`src/rtl/lif_pkg.sv`:
```
// rtl/lif_pkg.sv - shared width, threshold reset value and scheduler FSM encoding
package lif_pkg;

  localparam int LIF_W             = 8;
  localparam int LIF_THRESHOLD_RST = 127;

  typedef enum logic [1:0] {
    IDLE = 2'd0,
    RUN  = 2'd1,
    DONE = 2'd2
  } lif_sched_state_t;

endpackage

```
`src/rtl/lif_core.sv`:
```
// rtl/lif_core.sv - combinational leaky-integrate-and-fire update for one neuron
module lif_core
  import lif_pkg::*;
#(
  parameter int W = LIF_W
) (
  input  logic [W-1:0] state,
  input  logic [W-1:0] current,
  input  logic [W-1:0] threshold,
  output logic [W-1:0] next_state,
  output logic         spike
);

  // A firing neuron drops its old potential entirely; otherwise it leaks by half.
  assign spike      = (state >= threshold);
  assign next_state = current + (spike ? '0 : (state >> 1));

endmodule

```
`src/rtl/lif_tdm_scheduler.sv`:
```
// rtl/lif_tdm_scheduler.sv - sweeps N virtual neurons through one shared LIF datapath
module lif_tdm_scheduler
  import lif_pkg::*;
#(
  parameter int N_NEURONS = 4,
  parameter int W         = LIF_W,
  parameter int IDX_W     = $clog2(N_NEURONS)
) (
  input  logic             clk,
  input  logic             rst_n,
  input  logic             start,
  input  logic             cfg_we,
  input  logic [W-1:0]     cfg_threshold,
  input  logic             in_valid,
  output logic             in_ready,
  output logic [IDX_W-1:0] in_idx,
  input  logic [W-1:0]     in_current,
  output logic             spike_valid,
  output logic [IDX_W-1:0] spike_idx,
  output logic             spike,
  output logic [W-1:0]     state_out,
  output logic             busy,
  output logic             done
);

  lif_sched_state_t fsm_q;
  logic [W-1:0]     mem_q [N_NEURONS];
  logic [W-1:0]     threshold_q;
  logic [W-1:0]     core_next;
  logic             core_spike;
  logic             accept;
  logic             last;

  assign in_ready = (fsm_q == RUN);
  assign busy     = (fsm_q != IDLE);
  assign done     = (fsm_q == DONE);
  assign accept   = in_valid && in_ready;
  assign last     = (in_idx == IDX_W'(N_NEURONS - 1));

  lif_core #(.W(W)) u_core (
    .state      (mem_q[in_idx]),
    .current    (in_current),
    .threshold  (threshold_q),
    .next_state (core_next),
    .spike      (core_spike)
  );

  always_ff @(posedge clk) begin
    if (!rst_n) begin
      fsm_q       <= IDLE;
      threshold_q <= W'(LIF_THRESHOLD_RST);
      in_idx      <= '0;
      spike_valid <= 1'b0;
      spike_idx   <= '0;
      spike       <= 1'b0;
      state_out   <= '0;
      for (int i = 0; i < N_NEURONS; i++) begin
        mem_q[i] <= '0;
      end
    end else begin
      spike_valid <= accept;
      case (fsm_q)
        IDLE: begin
          // Threshold lands on the same edge as start, so the new sweep sees it.
          if (cfg_we) begin
            threshold_q <= cfg_threshold;
          end
          if (start) begin
            fsm_q  <= RUN;
            in_idx <= '0;
          end
        end
        RUN: begin
          if (accept) begin
            mem_q[in_idx] <= core_next;
            spike_idx     <= in_idx;
            spike         <= core_spike;
            state_out     <= core_next;
            if (last) begin
              fsm_q  <= DONE;
              in_idx <= '0;
            end else begin
              in_idx <= in_idx + IDX_W'(1);
            end
          end
        end
        DONE: begin
          fsm_q <= IDLE;
        end
        default: begin
          fsm_q <= IDLE;
        end
      endcase
    end
  end

endmodule
```
`config.mk`:
```
export PLATFORM = sky130hd
export DESIGN_NAME = lif_tdm_scheduler
export DESIGN_NICKNAME = d
export VERILOG_FILES = /design/src/rtl/lif_pkg.sv /design/src/rtl/lif_core.sv /design/src/rtl/lif_tdm_scheduler.sv
export SDC_FILE = /design/constraint.sdc
export NUM_CORES = 1
export LEC_CHECK = 0
export BUFFER_PORTS_ARGS = -buffer_cell sky130_fd_sc_hd__buf_2
export CAP_MARGIN = 20
export CELL_PAD_IN_SITES_DETAIL_PLACEMENT = 1
export CELL_PAD_IN_SITES_GLOBAL_PLACEMENT = 2
export CORE_MARGIN = 4
export CORE_UTILIZATION = 30
export DETAILED_ROUTE_END_ITERATION = 7
export PLACE_DENSITY = 0.62
export SYNTH_ARGS = -nofsm -noshare
export SYNTH_HDL_FRONTEND = slang
export SYNTH_SLANG_ARGS = --single-unit
```
`constraint.sdc`:
```
create_clock -name clk -period 5.2 [get_ports clk]
set_input_delay 1.04 -clock clk [delete_from_list [all_inputs] [get_ports clk]]
set_output_delay 1.04 -clock clk [all_outputs]
set_load 0.05 [all_outputs]
```
=== Word-level counts from Yosys, hierarchy flattened ===
Memories as Yosys holds them, arrays and structs flattened. A register that Yosys moved wholly into a read port is not among the register bits.
Cells that the tools add are included.

* Register bits after elaboration: 24
* Bits in writable memories: 32
* Input port bits: 21
* Output and inout bits: 17
* Word-level logic and storage cells: 45
* Memories: 1

* Add/subtract/negate cells: 2
* Magnitude comparators: 1
* Eq/ne operators: 6
* Mux-type cells: 19
* Reduce and logical (&&, ||, !) cells: 9

{| class="wikitable"
|+ Memories
! name !! depth !! bits a word !! rd ports !! clocked after memory_dff !! wr ports !! RTL line !! RTL
|-
| mem_q || 4 || 8 || 1 || 1 || 4 || lif_tdm_scheduler.sv:27 || <nowiki>logic [W-1:0] mem_q [N_NEURONS];</nowiki>
|}

{| class="wikitable"
|+ Operator list
! operator !! number
|-
| 2-to-1 mux 2 bit || 9
|-
| adder 8 x 7 -> 8 bit || 1
|-
| >= comparator 8 bit || 1
|-
| 2-to-1 mux 8 bit || 1
|-
| case mux 2 bit (2 select lines) || 2
|-
| OR reduction 8 bit || 1
|-
| 2-to-1 mux 7 bit || 1
|-
| 2-to-1 mux 1 bit || 6
|-
| AND reduction 3 bit || 2
|-
| == test 2 bit, second input constant || 2
|-
| inequality test 2 x 1 -> 1 bit, second input constant || 2
|-
| AND reduction 2 bit || 2
|-
| nonzero test 2 bit || 2
|-
| adder 2 x 1 -> 2 bit, second input constant || 1
|-
| == test 2 x 1 -> 1 bit, second input constant || 1
|-
| logical NOT 2 bit || 1
|-
| inequality test 2 bit, second input constant || 1
|-
| logical AND 1 bit || 1
|}

=== Logic depth before layout (Yosys ltp) ===
Gate-level depths: netlist of the first run.

* Word-level depth: 8
* Depth in mapped cells: 17
* Mapped depth without buffers: 16

=== Modules after synthesis ===
A second synthesis of the first run with hierarchy kept.

* Cells, all modules: 246
* Area total of the unflattened synthesis: 2966.6 sq um

{| class="wikitable"
|+ By module, submodules not included
! module !! times used !! cells an instance !! area each (sq um) !! sequential area each (sq um)
|-
| lif_tdm_scheduler || 1 || 173 || 2402.3 || 1481.4
|-
| lif_core || 1 || 73 || 564.3 || 0.0
|}

=== Worst setup path before layout of the first run ===
OpenSTA, ideal clock, no wires.

* Path kind: reg2reg
* Start: register with a tool-made name
* End: memory mem_q[0][6] (netlist name), data pin
* Setup time: 0.268 ns
* Arrival time: 3.470 ns
* Data required time: 4.932 ns
* Slack: 1.462 ns
* Cell stages (with the launch flop): 17
* Buffers on the path: 1
* Period minus slack after synthesis: 3.738 ns
* Cell sequence: dfxtp_1 buf_2 mux4_2 inv_1 ha_1 nand2b_1 a211oi_1 o21ai_0 a41o_1 nor2b_1 ha_1 inv_1 fa_1 nor2b_4 o31ai_1 a311oi_2 nor2_1

{| class="wikitable"
|+ RTL lines
! what !! RTL line
|-
| end, declared || lif_tdm_scheduler.sv:27
|}

==> metrics, run 1 <==
# rows 34; P_sw 313.1 uW; Die Y 103.8 um; port bufs 37; Initial DRC Count 91; Tcrit/Tclk final 81.32%; Peak VDD IR 0.0001200 V; critical path's largest stage delay 650 ps; P_leak 0.001448 uW; PwrDens 330.0 nW/um^2; non-filler cells, final 397; Clock Tree Buf Depth 2; post-CTS setup buffer count 0; CP Capture Type flip-flop; Syn Inst Count 242; FF-to-FF End mem_q[2][6]; P_int 742.8 uW; antenna violations before repair 0; DP Worst Slack 926.0 ps; Tot Pwr 1056 uW; commonest cells after routing, fill and taps aside nor2_1 (37), buf_2 (37), edfxtp_1 (32); H-tree Lvls 3; gp weighted congestion 0.7496; Final nets 322; I/O pin count 38; Crit path required time 5270 ps; Clk pin slew, worst setup/hold paths 70 ps; total grt overflow 0; Initial DRT Pass Iterations 4; residual DRC count 0; crit-path cells mux4_2 > inv_1 > ha_1 > nand2b_1 > a211oi_1 > o21ai_0 > a41o_1 > nor2b_1 > ha_1 > inv_1 > fa_1 > nor2b_4 > o31ai_1 > a311oi_2 > nor2_1; n_diodes 0; largest net degree at the start of global routing 18; CTS Buf Count 9; switching share of power 29.65%; Register-to-Register Setup Slack 970 ps; Worst Hold Endpoint state_out[3]; routed len/inst 16.20 um; RSZ-0062 raised after global routing false; Routed WL 6430 um; vias in the first global route 1978; vias per cell 4.781; via count 1898; CP Buf/Inv Count 2; PostCTS Resize Cnt 0; Final Skew 7.831 ps; CTS Sinks 58; global-route wire length before repair 10650 um; worst hold start state_out[3]; Placed Cells 381; EDFF count, synth 32; Synth Flop Type edfxtp_1; Final Max Tran Viols 0; worst slew pin tran 632.1 ps; cell area after synthesis 2755 um^2; Avg Inst Size Synth 11.38 um^2; Synth Register Bits 58; critical path fanouts, max 9; total track usage 12.71%; Reg power frac 49.1%; fraction of the yosys area taken by sequential cells 53.77%; Async S/R FF share, synth 0%; cell family with most CP delay compound AO/OA/AOI/OAI gates; die width 103.8 um; cts hold-fix bufs 0; Rel. slew slack 57.84%; crit path time final 4228 ps; status complete, no violations; # setup viols final 0; layout cells sized above 1 23.88%; Startpoint Class flip-flop; Post-DRT Antenna Nets 0; worst hold path stage count 1; Area growth syn-to-layout 16.12%; clock share of power 34.0%; critical path's slowest cell dfxtp_1; CTS tree built; critical path arrival 4300 ps; Clk Latency, worst-skew pair 330 ps; DPL Wire Length 4876 um; worst setup margin 971.6 ps; cell count of the worst reg-to-reg path 15; worst hold path class reg -> reg; Final Hold Fails 0; Setup CP Type reg -> reg; DIE AREA 10780 um^2; maxcap violations 0; Syn Nets 280; clock root cell clkbuf_8; core area 8848 um^2; Initial Util 31.14%; yosys warns 0; final setup TNS 0 ps; combinational group share of total power 16.9%; maximum clock rate 236.5 MHz; Synth cell types 45
[metrics by stage]
step	util, %	area, um^2	hold slack, ps
2_1_floorplan	-	2755	443.4
5_1_grt	36.16	3199	470.5
3_3_place_gp	34.32	3037	429.7
3_5_place_dp	34.32	3037	435.1
4_1_cts	36.16	3199	451.4
6_report	36.16	3199	448.8
[synthesized netlist by cell type, types with 2 or more instances]
| cell type | n | area (um^2) |
|---|---|---|
| nand3_1 | 2 | 10.01 |
| a21o_1 | 9 | 67.56 |
| nor2b_1 | 9 | 56.30 |
| a22o_1 | 3 | 26.28 |
| clkbuf_1 | 3 | 11.26 |
| o21ai_0 | 8 | 40.04 |
| a21oi_1 | 3 | 15.01 |
| mux4_2 | 8 | 180.2 |
| a211oi_1 | 2 | 15.01 |
| a31oi_1 | 2 | 12.51 |
| buf_2 | 2 | 10.01 |
| nor2_1 | 37 | 138.9 |
| ha_1 | 16 | 200.2 |
| xor2_1 | 4 | 35.03 |
| inv_1 | 14 | 52.55 |
| dfxtp_1 | 26 | 520.5 |
| edfxtp_1 | 32 | 960.9 |
| o211ai_1 | 9 | 67.56 |
| nand2_1 | 27 | 101.4 |
[flip-flops by register name, summed over array words and instances (netlist names), named ones only]
| signal | flops |
|---|---|
| fsm_q | 2 |
| in_idx | 2 |
| mem_q | 32 |
| spike | 1 |
| spike_idx | 2 |
| spike_valid | 1 |
| state_out | 8 |
| threshold_q | 8 |
[worst register-to-register path: stages (launching register included)]
cell and delay, ps:
dfxtp_1 650, mux4_2 560, inv_1 70, ha_1 210, nand2b_1 140, a211oi_1 230
o21ai_0 120, a41o_1 340, nor2b_1 170, ha_1 220, inv_1 60, fa_1 440
nor2b_4 150, o31ai_1 100, a311oi_2 410, nor2_1 90
[final cells by class]
cell class | instances | area [um^2]
tap | 108 | 135.1
clock inverter | 5 | 31.28
inverter | 15 | 56.30
clock buffer | 11 | 131.4
fill | 1007 | 5649
timing repair buffer | 38 | 192.7
sequential | 58 | 1481
multi-input combinational | 162 | 1171
[power by group through the flow]
| stage | Clock [uW] | Sequential, uW | Combinational (uW) |
|---|---|---|---|
| 2_1_floorplan | 0 | 544 | 113 |
| 3_3_place_gp | 0 | 529 | 182 |
| 3_5_place_dp | 0 | 530 | 181 |
| 4_1_cts | 371 | 520 | 182 |
| 5_1_grt | 390 | 521 | 200 |
| 6_report | 359 | 519 | 178 |
[metal layers]
| metal | track usage (%) | share of wire [%] | wire (um) |
|---|---|---|---|
| met2 | 19.31 | 44 | 2853 |
| met4 | 5.413 | 1.8 | 114 |
| met3 | 3.047 | 2.9 | 185 |
| met5 | 0 | 0 | 0 |
| met1 | 17.30 | 51 | 3277 |
[logic make-up after synthesis]
family / share of synthesized area [%]
compound gates: 10.94
xor+xnor: 1.271
fa+ha+maj: 7.993
buf+inv: 3.724
flops: 53.77
mux: 6.903
simple gates: 15.40
[worst max-delay path by stage]
stage,from,to,cells past startpoint
finish,flip-flop,mem_q[2][6],15
global route,flip-flop,mem_q[2][6],15
floorplan,flip-flop,mem_q[0][6],16
CTS,flip-flop,mem_q[2][6],15
global placement,flip-flop,mem_q[0][6],15
detailed placement,flip-flop,mem_q[2][6],15
Note: power is estimated with default switching activity, not from simulation.
==> run 2: changes to the inputs <==
clock period = 3.9 ns   (was 5.2 ns; I/O delays follow)
==> metrics, run 2 (same netlist as run 1, synthesis figures left out) <==
Clk pin slew, worst setup/hold paths 80 ps; largest net degree at the start of global routing 18; # rows 34; maximum clock rate 269.9 MHz; Die Y 103.8 um; via count 1905; gp weighted congestion 0.7581; clock root cell clkbuf_8; critical path fanouts, max 7; worst slew pin tran 628.2 ps; CP Capture Type flip-flop; Final Hold Fails 0; Routed WL 6690 um; PwrDens 493.2 nW/um^2; RSZ-0062 raised after global routing false; n_diodes 0; global-route wire length before repair 10660 um; max reg flops 32; residual DRC count 0; critical path's slowest cell mux4_2; routed len/inst 16.60 um; DPL Wire Length 5003 um; Clk Latency, worst-skew pair 340 ps; Setup CP Type reg -> reg; Peak VDD IR 0.0001621 V; Initial DRT Pass Iterations 4; core area 8848 um^2; GR Util met1 17.46%; Final Skew 9.120 ps; # setup viols final 0; cell mode on critical path a21o_1; vias in the first global route 1966; Tot Pwr 1658 uW; critical path arrival 3780 ps; Initial Util 31.14%; Tcrit/Tclk final 95.01%; layout cells sized above 1 28.14%; Top Usage Layer GRT met2; die width 103.8 um; antenna violations before repair 0; total track usage 13.02%; Final nets 328; worst setup margin 194.5 ps; met2 usage 19.87%; P_leak 0.001521 uW; critical path's largest stage delay 520 ps; crit-path cells buf_12 > mux4_2 > ha_1 > a21o_1 > a21o_1 > a41o_2 > nor2b_1 > ha_2 > inv_1 > fa_2 > nor2b_4 > o31ai_1 > a311oi_2 > buf_4 > nor2_1; Largest regs mem_q x32, state_out x8, threshold_q x8; port bufs 37; CTS Sinks 58; Startpoint Class flip-flop; maxcap violations 0; Final Max Tran Viols 0; status complete, no violations; routing usage on met3 4.042%; post-layout util 37.98%; Crit path required time 3980 ps; DP Area 3087 um^2; worst hold path class reg -> reg; vias per cell 4.727; Rel. slew slack 58.10%; I/O pin count 38; CTS tree built; DP Worst Slack -39.95 ps; final instance area 3361 um^2; commonest cells after routing, fill and taps aside nor2_1 (37), buf_2 (37), edfxtp_1 (32); Post-DRT Antenna Nets 0; crit path time final 3706 ps; H-tree Lvls 3; Area growth syn-to-layout 21.98%; Initial DRC Count 51; register bank with the most flops mem_q; CTS Buf Count 9; Clock Tree Buf Depth 2; DIE AREA 10780 um^2; total grt overflow 0; final setup TNS 0 ps
-- run 2: changes by cell type in the layout (fill, tap and decap cells not counted), sizes merged --
cell      previous run  this run
clkinv               5         4
inv                 14        15
buf                 38        44
clkinvlp             1         0
bufinv               0         3
clkbuf              11         9
-- run 2: worst max-delay path, delay by kind of cell (launching register included) --
family / cells / cell delay (ps)
buffers and inverters: 3 / 370
and+or+nand+nor: 3 / 310
AOI/OAI and AO/OA: 5 / 970
DFF: 1 / 360
muxes: 1 / 520
adders and majority gates: 3 / 900
-- run 2: per-layer routing --
layer	up-vias	part of all wire, %
li1	954	-
met1	905	48
met2	40	45
met3	6	5.0
met4	0	1.4
met5	-	0
-- run 2: timing repair --
| action | CTS | global route |
|---|---|---|
| setup endpoints to repair | 3 | 19 |
| pin swaps | 1 | 1 |
| endpoints found under the hold margin | 0 | 0 |
| hold buffers | 0 | 0 |
| setup buffers | 1 | 0 |
| resized for setup | 0 | 8 |
-- run 2: cell type report --
type | instances | area (um^2)
multi-input cells | 162 | 1187
well taps | 108 | 135.1
clock buffers | 9 | 123.9
repair buffers | 44 | 250.2
fillers | 1009 | 5488
clock inverters | 7 | 125.1
flip-flops and latches | 58 | 1483
inverters | 15 | 56.30
-- run 2: path summary, 6_finish.rpt --
path                startpoint            to  slack, ps  cells after the start
hold reg to reg   state_out[5]  state_out[5]        450                      2
setup reg to reg     flip-flop   mem_q[2][6]        190                     15
hold / removal    state_out[5]  state_out[5]        450                      2
setup / recovery     flip-flop   mem_q[2][6]        190                     15
-- run 2: power breakdown --
part	switching, uW	internal, uW
Clock	274	430
Combinational	162	103
Sequential	14.1	676
-- run 2: metrics by stage --
stage | hold slack [ps] | instances
3_5_place_dp | 433.7 | 386
3_3_place_gp | 429.3 | 386
4_1_cts | 453.3 | 403
5_1_grt | 485.4 | 403
2_1_floorplan | 443.4 | 242
6_report | 449.4 | 403
